--- config.mk ---
export PLATFORM = sky130hd
export DESIGN_NAME = arbitro_funcionalidades_n
export DESIGN_NICKNAME = d
export VERILOG_FILES = /design/src/rtl/arbitro_funcionalidades_n.sv
export SDC_FILE = /design/constraint.sdc
export NUM_CORES = 1
export LEC_CHECK = 0
export ABC_AREA = 1
export BUFFER_PORTS_ARGS = -buffer_cell sky130_fd_sc_hd__buf_2
export CAP_MARGIN = 30
export CORE_UTILIZATION = 25
export CTS_CLUSTER_DIAMETER = 120
export DETAILED_ROUTE_END_ITERATION = 10
export MAX_ROUTING_LAYER = met4
export PLACE_DENSITY_LB_ADDON = 0.3
export SLEW_MARGIN = 40
export SYNTH_ARGS = -nofsm -noshare
export SYNTH_HDL_FRONTEND = slang
export SYNTH_SLANG_ARGS = --single-unit
--- constraint.sdc ---
create_clock -name Clock -period 7.67 [get_ports Clock]
set_input_delay 1.1505 -clock Clock [delete_from_list [all_inputs] [get_ports Clock]]
set_output_delay 1.1505 -clock Clock [all_outputs]
set_load 0.01 [all_outputs]
--- src/rtl/arbitro_funcionalidades_n.sv ---
// Access arbiter: N users share NF numbered functions, gated by each user's access level.
// Latency 1: inputs sampled at a rising edge, all outputs registered and valid after that edge.
// No backpressure: requests are levels; grants are held HOLD_CYCLES, preemptible by higher levels.
module arbitro_funcionalidades_n #(
  parameter int N_USERS     = 4,
  parameter int LEVEL_W     = 3,
  parameter int FUNC_W      = 3,
  parameter int HOLD_CYCLES = 8,
  parameter int IDX_W       = $clog2(N_USERS),
  localparam int NF         = (1 << FUNC_W) - 1
) (
  input  logic                         Clock,
  input  logic                         Reset,
  input  logic [N_USERS*LEVEL_W-1:0]   UserLevel,
  input  logic [N_USERS*FUNC_W-1:0]    FuncReq,
  output logic [NF-1:0]                FuncActive,
  output logic [NF*IDX_W-1:0]          Owner,
  output logic [N_USERS-1:0]           Granted,
  output logic [N_USERS-1:0]           Waiting,
  output logic                         Denied,
  output logic [IDX_W-1:0]             DeniedUser,
  output logic [LEVEL_W-1:0]           DeniedLevel
);

  localparam int CNT_W = (HOLD_CYCLES > 1) ? $clog2(HOLD_CYCLES) : 1;

  localparam logic [0:0] ST_IDLE = 1'b0;
  localparam logic [0:0] ST_HELD = 1'b1;

  // Per-function state; array index f-1 holds function f.
  logic [0:0]       st_q  [NF];
  logic [0:0]       st_d  [NF];
  logic [IDX_W-1:0] own_q [NF];
  logic [IDX_W-1:0] own_d [NF];
  logic [CNT_W-1:0] cnt_q [NF];
  logic [CNT_W-1:0] cnt_d [NF];
  logic [IDX_W-1:0] rr_q  [NF];
  logic [IDX_W-1:0] rr_d  [NF];

  logic [LEVEL_W-1:0] lvl [N_USERS];
  logic [FUNC_W-1:0]  fn  [N_USERS];
  logic [N_USERS-1:0] valid;

  logic [NF-1:0]        active_d;
  logic [NF*IDX_W-1:0]  owner_d;
  logic [N_USERS-1:0]   granted_d;
  logic [N_USERS-1:0]   waiting_d;
  logic                 denied_d;
  logic [IDX_W-1:0]     duser_d;
  logic [LEVEL_W-1:0]   dlevel_d;

  // Unpack user fields, classify each request as permitted or denied.
  always_comb begin
    valid    = '0;
    denied_d = 1'b0;
    duser_d  = '0;
    dlevel_d = '0;
    for (int i = 0; i < N_USERS; i++) begin
      lvl[i]   = UserLevel[i*LEVEL_W +: LEVEL_W];
      fn[i]    = FuncReq[i*FUNC_W +: FUNC_W];
      valid[i] = (fn[i] != '0) && (lvl[i] != '0) && (int'(fn[i]) <= int'(lvl[i]));
    end
    // Descending scan so the lowest denied index is the one that sticks.
    for (int i = N_USERS - 1; i >= 0; i--) begin
      if ((fn[i] != '0) && !valid[i]) begin
        denied_d = 1'b1;
        duser_d  = IDX_W'(i);
        dlevel_d = lvl[i];
      end
    end
  end

  // Per-function hold/preempt/re-arbitrate state machine and next-cycle outputs.
  always_comb begin
    logic [N_USERS-1:0] cand;
    logic [LEVEL_W-1:0] max_lvl;
    logic [LEVEL_W-1:0] own_lvl;
    logic [IDX_W-1:0]   win;
    logic               found;
    logic               own_in;
    logic               grant;
    int                 idx;
    granted_d = '0;
    owner_d   = '0;
    active_d  = '0;
    for (int f = 0; f < NF; f++) begin
      st_d[f]  = st_q[f];
      own_d[f] = own_q[f];
      cnt_d[f] = cnt_q[f];
      rr_d[f]  = rr_q[f];
      cand     = '0;
      max_lvl  = '0;
      own_lvl  = '0;
      own_in   = 1'b0;
      win      = '0;
      found    = 1'b0;
      grant    = 1'b0;
      for (int i = 0; i < N_USERS; i++) begin
        cand[i] = valid[i] && (fn[i] == FUNC_W'(f + 1));
        if (cand[i] && (lvl[i] > max_lvl)) max_lvl = lvl[i];
        if (own_q[f] == IDX_W'(i)) begin
          own_in  = cand[i];
          own_lvl = lvl[i];
        end
      end
      // Round-robin among the highest-level candidates, starting at the pointer.
      for (int k = 0; k < N_USERS; k++) begin
        idx = int'(rr_q[f]) + k;
        if (idx >= N_USERS) idx = idx - N_USERS;
        if (!found && cand[idx] && (lvl[idx] == max_lvl)) begin
          win   = IDX_W'(idx);
          found = 1'b1;
        end
      end
      if (st_q[f] == ST_IDLE) begin
        grant = |cand;
      end else if (!own_in) begin
        st_d[f] = ST_IDLE;          // owner left: release, no same-cycle re-grant
      end else if (max_lvl > own_lvl) begin
        grant = 1'b1;               // preemption by a strictly higher level
      end else if (cnt_q[f] != '0) begin
        cnt_d[f] = cnt_q[f] - CNT_W'(1);
      end else begin
        grant = 1'b1;               // hold expired: re-arbitrate
      end
      if (grant) begin
        st_d[f]  = ST_HELD;
        own_d[f] = win;
        cnt_d[f] = CNT_W'(HOLD_CYCLES - 1);
        rr_d[f]  = (win == IDX_W'(N_USERS - 1)) ? '0 : win + IDX_W'(1);
      end
      if (st_d[f] == ST_HELD) begin
        active_d[f]                 = 1'b1;
        owner_d[f*IDX_W +: IDX_W]   = own_d[f];
        for (int i = 0; i < N_USERS; i++) begin
          if (own_d[f] == IDX_W'(i)) granted_d[i] = 1'b1;
        end
      end
    end
    waiting_d = valid & ~granted_d;
  end

  // State and output registers; reset clears every grant, counter and pointer.
  always_ff @(posedge Clock) begin
    if (Reset) begin
      for (int f = 0; f < NF; f++) begin
        st_q[f]  <= ST_IDLE;
        own_q[f] <= '0;
        cnt_q[f] <= '0;
        rr_q[f]  <= '0;
      end
      FuncActive  <= '0;
      Owner       <= '0;
      Granted     <= '0;
      Waiting     <= '0;
      Denied      <= 1'b0;
      DeniedUser  <= '0;
      DeniedLevel <= '0;
    end else begin
      for (int f = 0; f < NF; f++) begin
        st_q[f]  <= st_d[f];
        own_q[f] <= own_d[f];
        cnt_q[f] <= cnt_d[f];
        rr_q[f]  <= rr_d[f];
      end
      FuncActive  <= active_d;
      Owner       <= owner_d;
      Granted     <= granted_d;
      Waiting     <= waiting_d;
      Denied      <= denied_d;
      DeniedUser  <= duser_d;
      DeniedLevel <= dlevel_d;
    end
  end

endmodule

Word-level counts from Yosys, hierarchy flattened
Memories as Yosys holds them, arrays and structs flattened.
Index checks and enable logic that the tools add are counted.
- $add $sub $neg: 63
- magnitude comparators: 117
- equality and inequality tests: 105
- mux-type cells: 518
- bitwise gates (word level): 65
- reductions and logical operators: 187
- operator list (cell ; count):
    32-bit by 3-bit greater-or-equal comparator with 1-bit output, second input constant ; 28
    32-bit by 4-bit < comparator with 1-bit output, second input constant ; 28
    32-bit 2-to-1 mux ; 28
    32-bit NOT ; 28
    3-bit 2-to-1 mux ; 158
    1-bit 2-to-1 mux ; 204
    3-bit binary-select mux with 2-bit select ; 28
    2-bit 2-to-1 mux ; 65
    1-bit logical AND ; 117
    3-bit == test ; 28
    3-bit greater-than comparator ; 28
    3-bit by 3-bit subtractor with 4-bit output, second input constant ; 21
    2-bit == test, second input constant ; 35
    3-bit greater-or-equal comparator, second input constant ; 21
    1-bit binary-select mux with 2-bit select ; 28
    3-bit == test, second input constant ; 16
    3-bit nonzero test ; 15
    2-bit by 2-bit adder with 3-bit output, second input constant ; 14
    2-bit by 1-bit == test with 1-bit output, second input constant ; 14
    2-bit logical NOT ; 14
    4-bit 2-to-1 mux ; 7
    1-bit bitwise OR ; 28
    4-bit OR reduction ; 7
    2-bit by 3-bit subtractor with 4-bit output, second input constant ; 7
    14 further kinds ; 88
- flip-flop bits (word level): 35
- RAM bits: 56
- input port bits: 26
- logic and storage cells: 1073
- memories: 4
- memory list (memory ; depth ; bits a word ; rd ports ; clocked after memory_dff ; wr ports ; line ; RTL):
    cnt_q ; 7 ; 3 ; 7 ; 0 ; 7 ; 35 ; logic [CNT_W-1:0] cnt_q [NF];
    own_q ; 7 ; 2 ; 7 ; 0 ; 7 ; 33 ; logic [IDX_W-1:0] own_q [NF];
    rr_q ; 7 ; 2 ; 7 ; 0 ; 7 ; 37 ; logic [IDX_W-1:0] rr_q [NF];
    st_q ; 7 ; 1 ; 7 ; 0 ; 7 ; 31 ; logic [0:0] st_q [NF];

Longest topological paths before layout
Gate-level depths: netlist (run 1).
- word-level depth: 48
- gate-level depth with buffers: 52

Worst setup path before layout (run 1)
OpenSTA, ideal clock, no wires.
- path type: input to register
- start point: input port UserLevel[1]
- end point: register Granted[0]
- setup time: 0.109 ns
- arrival: 7.961 ns
- slack: -0.400 ns
- stages: 47
- buffers on the path: 2
- cells stage by stage: inv_1 clkbuf_1 buf_1 ha_1 nand3_1 nand2_1 nand2_1 nand4_1 ha_1 nand2_1 nor2_1 nor2_1 nor2_1 nand4_1 nand2_1 nand2_1 ha_1 nand2_1 (+11 left out) nand3_1 nand2_1 inv_1 ha_1 a21oi_1 o21ai_0 a211oi_1 nor2_1 inv_2 nand2_1 nand2_1 nor2_1 nand2_1 nand2_1 nor2_1 nand4_1 nand2_1 inv_1
- longest elaborated chain between the ends: 46
- elaborated cells on any way between the ends: 544
- ends and longest elaborated chain (element ; line ; RTL):
    from (decl) ; 14 ; input logic [N_USERS*LEVEL_W-1:0] UserLevel,
    parallel branches: the longest is 45 deep, another holds 3-bit <= comparator ; n/a ;
    4-bit 2-to-1 mux * ; 132 ; if (st_d[f] == ST_HELD) begin
    to (signal assigned) ; 168 ; Granted <= granted_d;
    to (decl) ; 18 ; output logic [N_USERS-1:0] Granted,
Mark *: on every way between the ends. The select of a mux whose other input is x is not followed.
A chain may end at the register's enable or synchronous reset.

Worst setup path after layout (run 1)
- start point: input port UserLevel[2]
- end point: register Granted[2]
- longest elaborated chain between the ends: 46
- elaborated cells on any way between the ends: 544
- ends and longest elaborated chain (element ; line):
    parallel branches: the longest is 45 deep, another holds 3-bit <= comparator ; n/a
    4-bit 2-to-1 mux * ; 132
Marked as above.

==> impl_metrics.yaml, run 1 <==
outcome:
  outcome: "completed"
final_layout:
  post-route-util_pct: 29.3
  synthToLayoutAreaGrowth_pct: 15.8
  fillers: 6365
  diodes: 0
  nets: 2809
  multi_input_area_mm2: 0.0107
  seqCellArea_mm2: 0.00169
  drive_gt1_share_pct: 11.7
cts:
  cts-root-buf: "clkbuf_16"
  clock_sinks: 84
  numCtsBuffers: 9
  cts_hold_buf: 0
  clock_latency_ps: 410
  clockBufferDepth: 2
  clk_pin_slew_worst_paths_ps: 90
  htree_levels: 3
  tritoncts: "done"
die:
  die_y_um: 238
  die_w_um: 238
  rows: 86
  io_pins: 61
  die-area_mm2: 0.0566
  start_util_pct: 25.3
  coreArea_mm2: 0.0551
route:
  drc: 0
  vias: 17266
  detail-route-antenna-nets: 0
  wl_per_cell_um: 16.5
  drtIter0Drc: 1512
  drt_pass1_iterations: 6
  routed_wl_um: 56600
  via_per_inst: 5.04
synthesis:
  ys_ff_latch: 84
  synthTopCellsByArea: "nand2_1 (21%), dfxtp_1 (12%), nand3_1 (12%)"
  syn_nets: 2716
  syn-cell-area_mm2: 0.0139
  async_flop_share_pct: 0
  synth-main-ff-cell: "dfxtp_1"
  synth_top_cell_by_area: "nand2_1"
  synthCells: 2580
  ys_seq_area_share_pct: 12.1
  synth_top_area_share_pct: 21.4
  ys_warn_count: 0
  yosys.cell_types.count: 49
  synth.avg_cell_area_um2: 5.40
  synth-edff-count: 0
setup_path:
  reg2reg_slack_ps: 4210
  rr_endpoint: "Granted[2]$_SDFF_PP0_"
  r2r-start: "rr_q[5][0]$_SDFFE_PP0P_"
  rr_worst_depth: 20
  start_kind: "primary input"
  cpMostUsedCell: "nand2_1"
  cp-end-kind: "register"
  slowest_stage: "ha_1"
  crit_required_ps: 7990
  cp_max_fo: 7
  critPathKind: "primary input to register"
  critPathArrivalTime_ps: 7470
  max_stage_delay_ps: 350
power_and_ir_drop:
  swShare_pct: 52.4
  power_density_mw_per_mm2: 166
  power_frac_comb_pct: 60.3
  power_switching_uw: 1400
  p_int_uw: 1280
  finalPower_uw: 2680
  p_seq_share_pct: 21.4
  p_leak_uw: 0.00807
  p_clk_share_pct: 18.3
  ir_worst_vdd_mv: 0.136
sta:
  maxSlewViolCount: 0
  min_period_ps: 7150
  hold_viol: 0
  whs_ps: 450
  setup_viol: 0
  finClkSkew_ps: 15.6
  slew_headroom_pct: 43.3
  worstMarginPinSlew_ps: 843
  period_share_pct: 93.3
  fmax_ghz: 0.140
grt:
  grt_pass1_wl_um: 86800
  first_global_vias: 15193
  grt_max_degree: 34
  antenna_found_initial: 0
  track_usage_pct: 20.3
  grt_overflow: 0
worst_hold_path:
  hold_path_startpoint: "cnt_q[3][0]$_SDFFE_PP0P_"
  hold_depth: 1
  hold_end: "cnt_q[3][0]$_SDFFE_PP0P_"
  hp-class: "register to register"
job:
  cap_violations: 0
placement:
  finalWeightedCongestion: 0.962
  hpwl_um: 41700
  portBuffers: 60
-- cell usage after synthesis, drive strengths merged, types with 8 or more instances --
library cell / count
a211oi: 11
a21oi: 77
a221oi: 10
a31oi: 13
buf: 35
clkbuf: 68
dfxtp: 84
ha: 110
inv: 321
nand2: 805
nand3: 335
nand3b: 27
nand4: 72
nor2: 231
nor3: 22
o21ai: 264
o22ai: 26
xor2: 8
-- per-stage QoR --
step	area [um^2]	worst slack, ps	setup TNS, ps	std cells
final	16100	516	0	3426
after global routing	16100	-51.2	-64.2	3426
after CTS	15900	406	0	3416
after detailed placement	15600	-32.4	-32.4	3400
after global placement	15600	61.4	0	3400
after floorplan	14000	9.66	0	2580
-- worst max-delay path, delay by kind of cell --
family                     cells  cell delay (ps)
and+or+nand+nor               24             2920
adders and majority gates      5             1550
AOI/OAI and AO/OA              8             1330
buffers and inverters          5              480
-- worst max path at each step --
stage | slack (ps) | startpoint | to | cells past startpoint
after floorplan | 10 | UserLevel[1] | Granted[0]$_SDFF_PP0_ | 46
final | 520 | UserLevel[2] | Granted[2]$_SDFF_PP0_ | 42
after global placement | 60 | UserLevel[2] | Granted[0]$_SDFF_PP0_ | 46
after CTS | 410 | UserLevel[2] | Granted[2]$_SDFF_PP0_ | 44
after global routing | -50 | UserLevel[2] | Granted[2]$_SDFF_PP0_ | 46
after detailed placement | -30 | UserLevel[2] | Granted[2]$_SDFF_PP0_ | 44
-- power by group through the flow --
| stage | clock network [uW] | registers, uW | logic, uW |
|---|---|---|---|
| finish | 491 | 573 | 1610 |
| global route | 519 | 583 | 1840 |
| CTS | 513 | 570 | 1570 |
| detailed placement | 0 | 580 | 1560 |
| global placement | 0 | 580 | 1560 |
| floorplan | 0 | 531 | 1180 |
-- state kept, by name, summed over array words and instances (netlist names), named ones only --
name,cells
Denied,1
DeniedLevel,3
DeniedUser,2
FuncActive,6
Granted,4
Owner,14
Waiting,4
cnt_q,21
own_q,14
rr_q,12
st_q,1
-- layer usage --
layer  up-vias  part of all wire [%]  track usage (%)
met2       642                    43             31.1
met3        73                   8.2             2.80
met4         0                   2.0             5.67
met1      7754                    46             27.6
met5         -                     0                -
li1       8797                     -                -
-- cell families after synthesis --
kind of cell               share of synthesized area [%]
buffers and inverters                               12.3
and+or+nand+nor                                     47.1
adders and majority gates                           9.88
xor gates and xnor gates                           0.503
muxes                                              0.288
DFF                                                 12.1
AOI/OAI and AO/OA                                   17.9
-- layout by cell type (no fill, tap or decap), drive strengths merged, types with 3 or more instances in the layout --
cell	netlist	routed
a211oi	11	11
a21oi	77	77
a221oi	10	10
a22oi	3	3
a311oi	3	3
a31oi	13	13
a32oi	7	7
a41o	3	3
a41oi	5	5
and2	4	4
and3	4	4
buf	35	186
clkbuf	68	9
clkinv	4	9
dfxtp	84	84
ha	110	110
inv	321	323
mux2i	4	4
nand2	805	805
nand3	335	335
nand3b	27	27
nand4	72	72
nor2	231	231
nor3	22	22
o211ai	4	4
o21a	4	4
o21ai	264	264
o221ai	6	6
o22ai	26	26
o31ai	3	3
or2	4	4
xor2	8	8
-- cell type report --
cell class / count / area share [%]
sequential: 84 / 10.5
multi-input combinational: 2067 / 66.5
timing repair buffer: 186 / 7.73
clock buffer: 9 / 1.40
inverter: 325 / 7.57
tap: 748 / 5.81
clock inverter: 7 / 0.505
-- what timing repair did --
action | in CTS | in global routing
setup buffers | 0 | 10
gates resized for setup | 0 | 47
endpoints found under the setup margin | 0 | 12
Power figures use the tool's default switching activity.
==> run 2: changes to the inputs <==
--- a/config.mk
+++ b/config.mk
@@ -5,10 +5,9 @@
 export SDC_FILE = /design/constraint.sdc
 export NUM_CORES = 1
 export LEC_CHECK = 0
-export ABC_AREA = 1
 export BUFFER_PORTS_ARGS = -buffer_cell sky130_fd_sc_hd__buf_2
 export CAP_MARGIN = 30
-export CORE_UTILIZATION = 25
+export CORE_UTILIZATION = 24
 export CTS_CLUSTER_DIAMETER = 120
 export DETAILED_ROUTE_END_ITERATION = 10
 export MAX_ROUTING_LAYER = met4
==> impl_metrics.yaml, run 2 <==
sta:
  worstMarginPinSlew_ps: 855
  fmax_ghz: 0.126
  maxSlewViolCount: 0
  min_period_ps: 7910
  rsz0062_at_grt: "true"
  finClkSkew_ps: 8.14
  setup_viol: 8
  hold_viol: 0
  period_share_pct: 103
  setup_slack_ps: -240
  whs_ps: 455
  slew_headroom_pct: 43.0
setup_path:
  crit_required_ps: 7930
  critPathArrivalTime_ps: 8170
  cpMostUsedCell: "buf_4"
  cp_max_fo: 5
  max_stage_delay_ps: 370
  slowest_stage: "ha_1"
  path_buf_inv: 9
  start_kind: "primary input"
  critPathKind: "primary input to register"
  critPathTopFamily: "compound AO/OA/AOI/OAI gates"
  cp-end-kind: "register"
die:
  die-area_mm2: 0.0598
  die_y_um: 245
  die_w_um: 245
  rows: 88
  coreArea_mm2: 0.0579
  io_pins: 61
  start_util_pct: 24.4
synthesis:
  synthTopCellsByCount: "nor2_1 (154), clkbuf_1 (113), ha_1 (110), inv_1 (105), nand2_1 (104)"
  synth-edff-count: 0
  synth-main-ff-cell: "dfxtp_1"
  ys_seq_area_share_pct: 11.9
  synth.avg_cell_area_um2: 7.84
  synthTopCellsByArea: "dfxtp_1 (12%), mux4_2 (9.9%), ha_1 (9.7%)"
  syn-cell-area_mm2: 0.0141
  async_flop_share_pct: 0
  ys_ff_latch: 84
  synth_top_cell_by_area: "dfxtp_1"
  synthCells: 1800
  yosys.cell_types.count: 117
  synth_top_area_share_pct: 11.9
  ys_warn_count: 0
  syn_nets: 1936
  synth_most_common_cell: "nor2_1"
cts:
  tritoncts: "done"
  htree_levels: 3
  cts_hold_buf: 0
  clk_pin_slew_worst_paths_ps: 70
  clockBufferDepth: 2
  numCtsBuffers: 9
  clock_sinks: 84
  cts-root-buf: "clkbuf_16"
  clock_latency_ps: 370
route:
  drt_pass1_iterations: 8
  drc: 0
  drtIter0Drc: 900
  vias: 16087
  wl_per_cell_um: 20.8
  via_per_inst: 5.51
  detail-route-antenna-nets: 0
  routed_wl_um: 60600
power_and_ir_drop:
  p_leak_uw: 0.00790
  ir_worst_vdd_mv: 0.111
  power_density_mw_per_mm2: 137
final_layout:
  synthToLayoutAreaGrowth_pct: 42.7
  multi_input_area_mm2: 0.0132
  seqCellArea_mm2: 0.00169
  reg.largest.list: "cnt_q x21, Owner x14, own_q x14"
  mostFrequentLayoutCell: "buf_4"
  drive_gt1_share_pct: 42.7
  stdcell_area_mm2: 0.0201
  fillers: 6093
  final_cell_mix: "buf_4 (389), nor2_1 (140), nand2_1 (99)"
  largest_reg_flops: 21
  largest_register: "cnt_q"
  nets: 2282
  post-route-util_pct: 34.8
grt:
  first_global_vias: 15996
  grt_pass1_wl_um: 91100
  grt_max_degree: 51
  grt_overflow: 0
  antenna_found_initial: 4
  track_usage_pct: 20.1
outcome:
  outcome: "finished, violations left"
  violations: "negative setup slack"
worst_hold_path:
  hp-class: "register to register"
placement:
  hpwl_um: 44300
  placed_area_mm2: 0.0174
  finalWeightedCongestion: 0.970
  portBuffers: 60
job:
  cap_violations: 0
run 2: worst paths after layout:
kind                                 start  cells after the start  slack (ps)                        to
setup / recovery              UserLevel[1]                     42        -240     Granted[1]$_SDFF_PP0_
hold / removal    cnt_q[3][1]$_SDFFE_PP0P_                      2         450  cnt_q[3][1]$_SDFFE_PP0P_
setup reg to reg   rr_q[2][1]$_SDFFE_PP0P_                     15        3580     Granted[1]$_SDFF_PP0_
hold reg to reg   cnt_q[3][1]$_SDFFE_PP0P_                      2         450  cnt_q[3][1]$_SDFFE_PP0P_
run 2: cells by family (layout without fill, tap and decap cells):
logic type	Yosys count	in the layout	synth area share, %
other cells	0	3	0
flops	84	84	11.9
mux	146	146	16.0
fa+ha+maj	110	110	9.75
compound gates	533	533	28.2
simple gates	587	587	21.8
buf+inv	262	613	7.41
xor+xnor	78	78	4.89
run 2: what timing repair did:
item / CTS / global route
pin swaps: 88 / 144
cloned: 0 / 0
resized for setup: 100 / 234
setup endpoints to repair: 29 / 46
setup buffers: 52 / 45
run 2: where the power goes:
| group | internal [uW] | leakage [uW] | switching (uW) |
|---|---|---|---|
| logic | 793 | 0.00707 | 928 |
| registers | 490 | 0.000691 | 89.0 |
| clock network | 253 | 0.000138 | 198 |
| total | 1540 | 0.00790 | 1210 |
run 2: metrics by stage:
stage / TNS (ps) / worst slack [ps] / power [uW] / instances
floorplan: -1280 / -294 / 1540 / 1800
global placement: -14940 / -751 / 2010 / 2807
detailed placement: -22150 / -889 / 2040 / 2807
CTS: -385 / -160 / 2580 / 2874
global route: -5660 / -499 / 2930 / 2919
finish: -1260 / -240 / 2750 / 2919
run 2: cell type report:
cell class / count / share of cell area [%]
Antenna cell: 3 / 0.0373
Clock buffer: 9 / 1.12
Clock inverter: 7 / 0.373
Inverter: 116 / 2.18
Multi-Input combinational cell: 1454 / 65.3
Sequential cell: 84 / 8.38
Tap cell: 765 / 4.75
Timing Repair Buffer: 481 / 17.8
run 2: metal layers:
metal  GRT usage (%)  wire length (um)
met4            9.06              2350
met2            34.1             30200
met1            24.0             25200
met5               -                 0
met3            1.98              2910
run 2: worst min-delay path, delay by kind of cell (launching register included):
family           cells  cell delay, ps
flip-flops           1             310
AND/OR/NAND/NOR      1              50
AO/OA/AOI/OAI        1              50
